--- src/rtl/msg_stream_arbiter.sv ---
// Round-robin merge of AXI4-Lite response and ECD event message streams into one type-stamped stream.
// Optional MSG_ARB_STATS_EN adds per-source forwarded-message counters (rsp_count, evt_count).
`timescale 1ns/1ps

module msg_stream_arbiter #(
    parameter int DATA_WIDTH = 256
) (
    input  logic                  clk,
    input  logic                  reset,
    input  logic [DATA_WIDTH-1:0] AXIS_RSP_TDATA,
    input  logic                  AXIS_RSP_TVALID,
    output logic                  AXIS_RSP_TREADY,
    input  logic [DATA_WIDTH-1:0] AXIS_EVT_TDATA,
    input  logic                  AXIS_EVT_TVALID,
    output logic                  AXIS_EVT_TREADY,
    output logic [DATA_WIDTH-1:0] AXIS_OUT_TDATA,
    output logic                  AXIS_OUT_TVALID,
    input  logic                  AXIS_OUT_TREADY,
    output logic                  last_grant,
`ifdef MSG_ARB_STATS_EN
    output logic [31:0]           rsp_count,
    output logic [31:0]           evt_count,
`endif
    output logic [1:0]            dbg_state_o
);

    // Handshakes: a transfer happens on a rising edge where TVALID and TREADY are both high;
    // a source holds TDATA stable while TVALID is high, and SEND holds the output likewise.

    typedef enum logic [1:0] {
        IDLE   = 2'd0,
        ACCEPT = 2'd1,
        SEND   = 2'd2
    } state_t;

    state_t                  state_q;
    logic                    rsp_ready_q;
    logic                    evt_ready_q;
    logic                    out_valid_q;
    logic [DATA_WIDTH-1:0]   out_data_q;
    logic                    last_grant_q;
    logic [DATA_WIDTH-1:0]   rsp_stamped;
    logic [DATA_WIDTH-1:0]   evt_stamped;

    // Top byte is replaced by the message type; everything below passes through.
    always_comb begin
        rsp_stamped = AXIS_RSP_TDATA;
        rsp_stamped[DATA_WIDTH-1 -: 8] = 8'h00;
        evt_stamped = AXIS_EVT_TDATA;
        evt_stamped[DATA_WIDTH-1 -: 8] = 8'h01;
    end

`ifdef MSG_ARB_STATS_EN
    logic [31:0] rsp_cnt_q;
    logic [31:0] evt_cnt_q;
`endif

    always_ff @(posedge clk or posedge reset) begin
        if (reset) begin
            state_q      <= IDLE;
            rsp_ready_q  <= 1'b0;
            evt_ready_q  <= 1'b0;
            out_valid_q  <= 1'b0;
            out_data_q   <= '0;
            last_grant_q <= 1'b1;
`ifdef MSG_ARB_STATS_EN
            rsp_cnt_q    <= '0;
            evt_cnt_q    <= '0;
`endif
        end else begin
            case (state_q)
                IDLE: begin
                    // RSP wins when alone, or on a tie if EVT was granted last.
                    if (AXIS_RSP_TVALID && (!AXIS_EVT_TVALID || last_grant_q)) begin
                        last_grant_q <= 1'b0;
                        rsp_ready_q  <= 1'b1;
                        state_q      <= ACCEPT;
                    end else if (AXIS_EVT_TVALID) begin
                        last_grant_q <= 1'b1;
                        evt_ready_q  <= 1'b1;
                        state_q      <= ACCEPT;
                    end
                end
                ACCEPT: begin
                    // A granted source that drops TVALID is simply waited for.
                    if (!last_grant_q && AXIS_RSP_TVALID && rsp_ready_q) begin
                        out_data_q  <= rsp_stamped;
                        rsp_ready_q <= 1'b0;
                        out_valid_q <= 1'b1;
                        state_q     <= SEND;
                    end else if (last_grant_q && AXIS_EVT_TVALID && evt_ready_q) begin
                        out_data_q  <= evt_stamped;
                        evt_ready_q <= 1'b0;
                        out_valid_q <= 1'b1;
                        state_q     <= SEND;
                    end
                end
                SEND: begin
                    if (out_valid_q && AXIS_OUT_TREADY) begin
                        out_valid_q <= 1'b0;
                        state_q     <= IDLE;
`ifdef MSG_ARB_STATS_EN
                        if (last_grant_q) begin
                            evt_cnt_q <= evt_cnt_q + 32'd1;
                        end else begin
                            rsp_cnt_q <= rsp_cnt_q + 32'd1;
                        end
`endif
                    end
                end
                default: begin
                    state_q     <= IDLE;
                    rsp_ready_q <= 1'b0;
                    evt_ready_q <= 1'b0;
                    out_valid_q <= 1'b0;
                end
            endcase
        end
    end

    assign AXIS_RSP_TREADY = rsp_ready_q;
    assign AXIS_EVT_TREADY = evt_ready_q;
    assign AXIS_OUT_TDATA  = out_data_q;
    assign AXIS_OUT_TVALID = out_valid_q;
    assign last_grant      = last_grant_q;
    assign dbg_state_o     = state_q;
`ifdef MSG_ARB_STATS_EN
    assign rsp_count       = rsp_cnt_q;
    assign evt_count       = evt_cnt_q;
`endif

endmodule

--- config.mk ---
export PLATFORM = sky130hd
export DESIGN_NAME = msg_stream_arbiter
export DESIGN_NICKNAME = d
export VERILOG_FILES = /design/src/rtl/msg_stream_arbiter.sv
export SDC_FILE = /design/constraint.sdc
export NUM_CORES = 1
export LEC_CHECK = 0
export BUFFER_PORTS_ARGS = -buffer_cell sky130_fd_sc_hd__buf_2
export CAP_MARGIN = 25
export CORE_AREA = 5 5 299 301
export CTS_BUF_LIST = sky130_fd_sc_hd__clkbuf_8
export DETAILED_ROUTE_END_ITERATION = 8
export DIE_AREA = 0 0 304 306
export PLACE_DENSITY_LB_ADDON = 0.1
export SLEW_MARGIN = 40
export SYNTH_ARGS = -nofsm -noshare
export SYNTH_HDL_FRONTEND = slang
export SYNTH_SLANG_ARGS = --single-unit
--- constraint.sdc ---
create_clock -name clk -period 19.5 [get_ports clk]
set_clock_uncertainty 0.05 [all_clocks]
set_input_delay 2.925 -clock clk [delete_from_list [all_inputs] [get_ports clk]]
set_output_delay 2.925 -clock clk [all_outputs]
set_load 0.05 [all_outputs]
==> results.md <==
- Final setup fails: 0
- Final period util: between 30% and 40%
- CTS Buffer Depth: 3
- DRT Wirelength: between 60 and 70 mm
- Flop2flop setup slack: around 15 ns
- Fin crit period: 6.03 ns
- Worst path max stage delay: ~0.72 ns
- Headroom to the max-slew limit: 48.9%
- Setup TNS: 0 ns
- Crit Path Category: input pin to register
- Worst EP required: 19.89 ns
- Reg2reg start: last_grant
- Hold Crit Depth: 2
- Crit-path cells: buf_2, nand3b_4, a21boi_4, buf_6, buf_6, buf_4, a31oi_1
- Most common cell in the netlist: nand2_1
- Gr usage total: ~13%
- FMAX: ~170 MHz
- Initial antenna violation count: 26
- # rows: about 110
- Nets: 2,636
- Largest area contributor in the netlist: dfrtp_1
- Setup Fix Bufs, Post-CTS: 0
- Cell variety after synth: 25
- Leakage: about 0.0084 uW
- Core area: roughly 86,000 um^2
- TritonRoute pass-1 iters: 5
- Gpl congestion: roughly 0.79
- Vias in the first global route: 13.2k
- Clk_lat worst skew: between 0.6 and 0.7 ns
- Max Cap Violations: 0
- HP Start: AXIS_OUT_TDATA[119]
- CP Buf/Inv Count: 4
- Sequential Power Share: a little over a quarter
- Synth cell count leaders: 504 x nand2_1, 254 x dfrtp_1, 249 x nor2_1
- H-tree depth: 2
- CTS resizes: 0
- Hold Path Class: register to register
- Syn avg cell area: 8.28 um^2
- Clock power share: 16.2%
- Power density cells: about 210 nW/um^2
- Switching share of power: roughly 56%
- Reg clk slew, reported paths: roughly 0.060 ns
- Worst Hold Path EP: AXIS_OUT_TDATA[119]
- Global-route wire length before repair: about 90 mm
- Seq/Total Area, Yosys: 55.0%
- CP most frequent cell: buf_6
- CTS tree: yes
- Post-Synthesis Cell Area: between 10,000 and 15,000 um^2
- Initial core utilization: a little over an eighth
- Drt drc: 0
- Sinks on Clock Net: between 200 and 300
- Critical path arrival: approximately 6.4 ns
- Internal: approximately 1600 uW
- Fin cells: roughly 3.3k
- Global route overflow: 0
- R2R Path End: AXIS_OUT_TDATA[193]
- Synth area leaders: dfrtp_1 55%, nand2_1 16%, a31oi_1 13%, nor2_1 8.1%, buf_2 2.6%
- Combinational share of power: 57.5%
- Wire per inst: around 19 um
- Root buf cell: clkbuf_8
- Largest delay contributor family on the critical path: buffers and inverters
- Initial DRC count: 548
- R2R cell count: 6
- Hold_ws: roughly 0.5 ns
- DP HPWL: roughly 46 mm
- Psw: 2020 uW
- RSZ-0062 raised after global routing: false
- Worst-Margin Slew: about 0.77 ns
- Post-Synthesis Cells: 1,401
- Slowest cell on the critical path: buf_4
- CTS Hold Bufs: 0
- CP endpoint kind: register
- Nature of the critical path startpoint: input pin
- Primary FF master, synth: dfrtp_1
- Fin. Hold Viols: 0
- Placed insts: ~3.2k
- Status: finished, final reports clean
- Die Width: roughly 300 um
- Chip height: between 300 and 400 um
- Max VDD drop: around 0.0001 V
- Synth async-reset ratio: 100%
- #FFs+latches synth: 255
- Syn-to-layout area delta: 51.0%
- IO Pins: around 780
- Largest net degree at the start of global routing: 158
- Synth Warn #: 0
- DRT antenna net count: 0
- CTS Buf Count: between 50 and 60
- Post-synth top area share: a little over half
- Die area: a little over 90,000 um^2
- Worst-path fanout max: between 90 and 100
- Vias per cell: approximately 3.8
- Number of synthesized flops with an enable pin: 0
- IO buf count: 755
- Via count: between 10k and 15k
- Final Max Tran Viols: 0
- Layout cells sized above 1: about 40%
## how the worst max path moves through the flow
stage / from / endpoint / slack [ns] / depth (start not counted)
global placement: AXIS_RSP_TVALID / AXIS_OUT_TDATA[182] / 12.34 / 7
detailed placement: AXIS_RSP_TVALID / AXIS_OUT_TDATA[193] / 12.47 / 7
CTS: AXIS_RSP_TVALID / AXIS_OUT_TDATA[193] / 13.20 / 7
global route: AXIS_RSP_TVALID / AXIS_OUT_TDATA[182] / 13.12 / 8
finish: AXIS_RSP_TVALID / AXIS_OUT_TDATA[193] / 13.47 / 7
floorplan: reset / AXIS_EVT_TREADY / 9.51 / 1
## metal layers
layer  global-route usage (%)  up-vias  wire (um)
met5                        0        -         75
met3                     4.89      114       5430
met2                     22.8      508      31800
li1                         -     6103          -
met4                     4.39       12       1920
met1                     13.1     5949      22400
## state kept, by name, summed over array words and instances (netlist names)
register / count
last_grant: 1
AXIS_EVT_TREADY: 1
AXIS_OUT_TDATA: 249
dbg_state_o: 2
AXIS_RSP_TREADY: 1
AXIS_OUT_TVALID: 1
## through the flow
stage / power [uW] / instance area [um^2] / worst slack, ns / utilization (%)
3_5_place_dp: 3070 / 16400 / 12.47 / 19.0
4_1_cts: 3690 / 17400 / 13.20 / 20.2
2_1_floorplan: 2490 / 11600 / 9.51 / -
5_1_grt: 3850 / 17500 / 13.12 / 20.3
3_3_place_gp: 3060 / 16300 / 12.34 / 18.9
6_report: 3610 / 17500 / 13.47 / 20.3
## power by group through the flow
stage | Sequential (uW) | Clock, uW | Combinational, uW
after floorplan | 1860 | 0 | 629
after global placement | 950 | 0 | 2110
after detailed placement | 955 | 0 | 2110
after CTS | 951 | 624 | 2110
after global routing | 983 | 643 | 2230
final | 947 | 585 | 2070
## kinds of logic (layout without fill, tap and decap cells)
family,count (synthesis),in the layout,synth area share (%)
compound gates,262,262,14.1
other cells,1,25,0.0323
flops,255,255,55.0
simple gates,760,760,24.9
buf+inv,123,873,5.94
## layout by cell type (no fill, tap or decap), types with 2 or more instances in the layout
master	count
bufinv_16	2
clkbuf_8	63
dfrtp_1	254
inv_1	31
o21ai_0	3
buf_12	3
diode_2	18
clkinvlp_4	2
buf_6	7
a21oi_1	4
o22ai_1	3
nand2b_1	2
nand2_1	504
a31oi_1	248
conb_1	7
nor2_1	249
buf_4	7
buf_2	755
## cell type report
class | count | area (um^2)
antenna | 18 | 45.0
clock buffer | 63 | 867
multi-input combinational | 1029 | 4570
fill | 9940 | 68800
clock inverter | 33 | 185
inverter | 4 | 27.5
timing repair buffer | 773 | 4000
tap | 1155 | 1450
sequential | 255 | 6380
## tightest hold or removal path, stage by stage (launching register included)
cell and delay, ns:
dfrtp_1 0.34, nor2_1 0.05, a31oi_1 0.12
No activity file was read; power rests on OpenSTA's default activity.
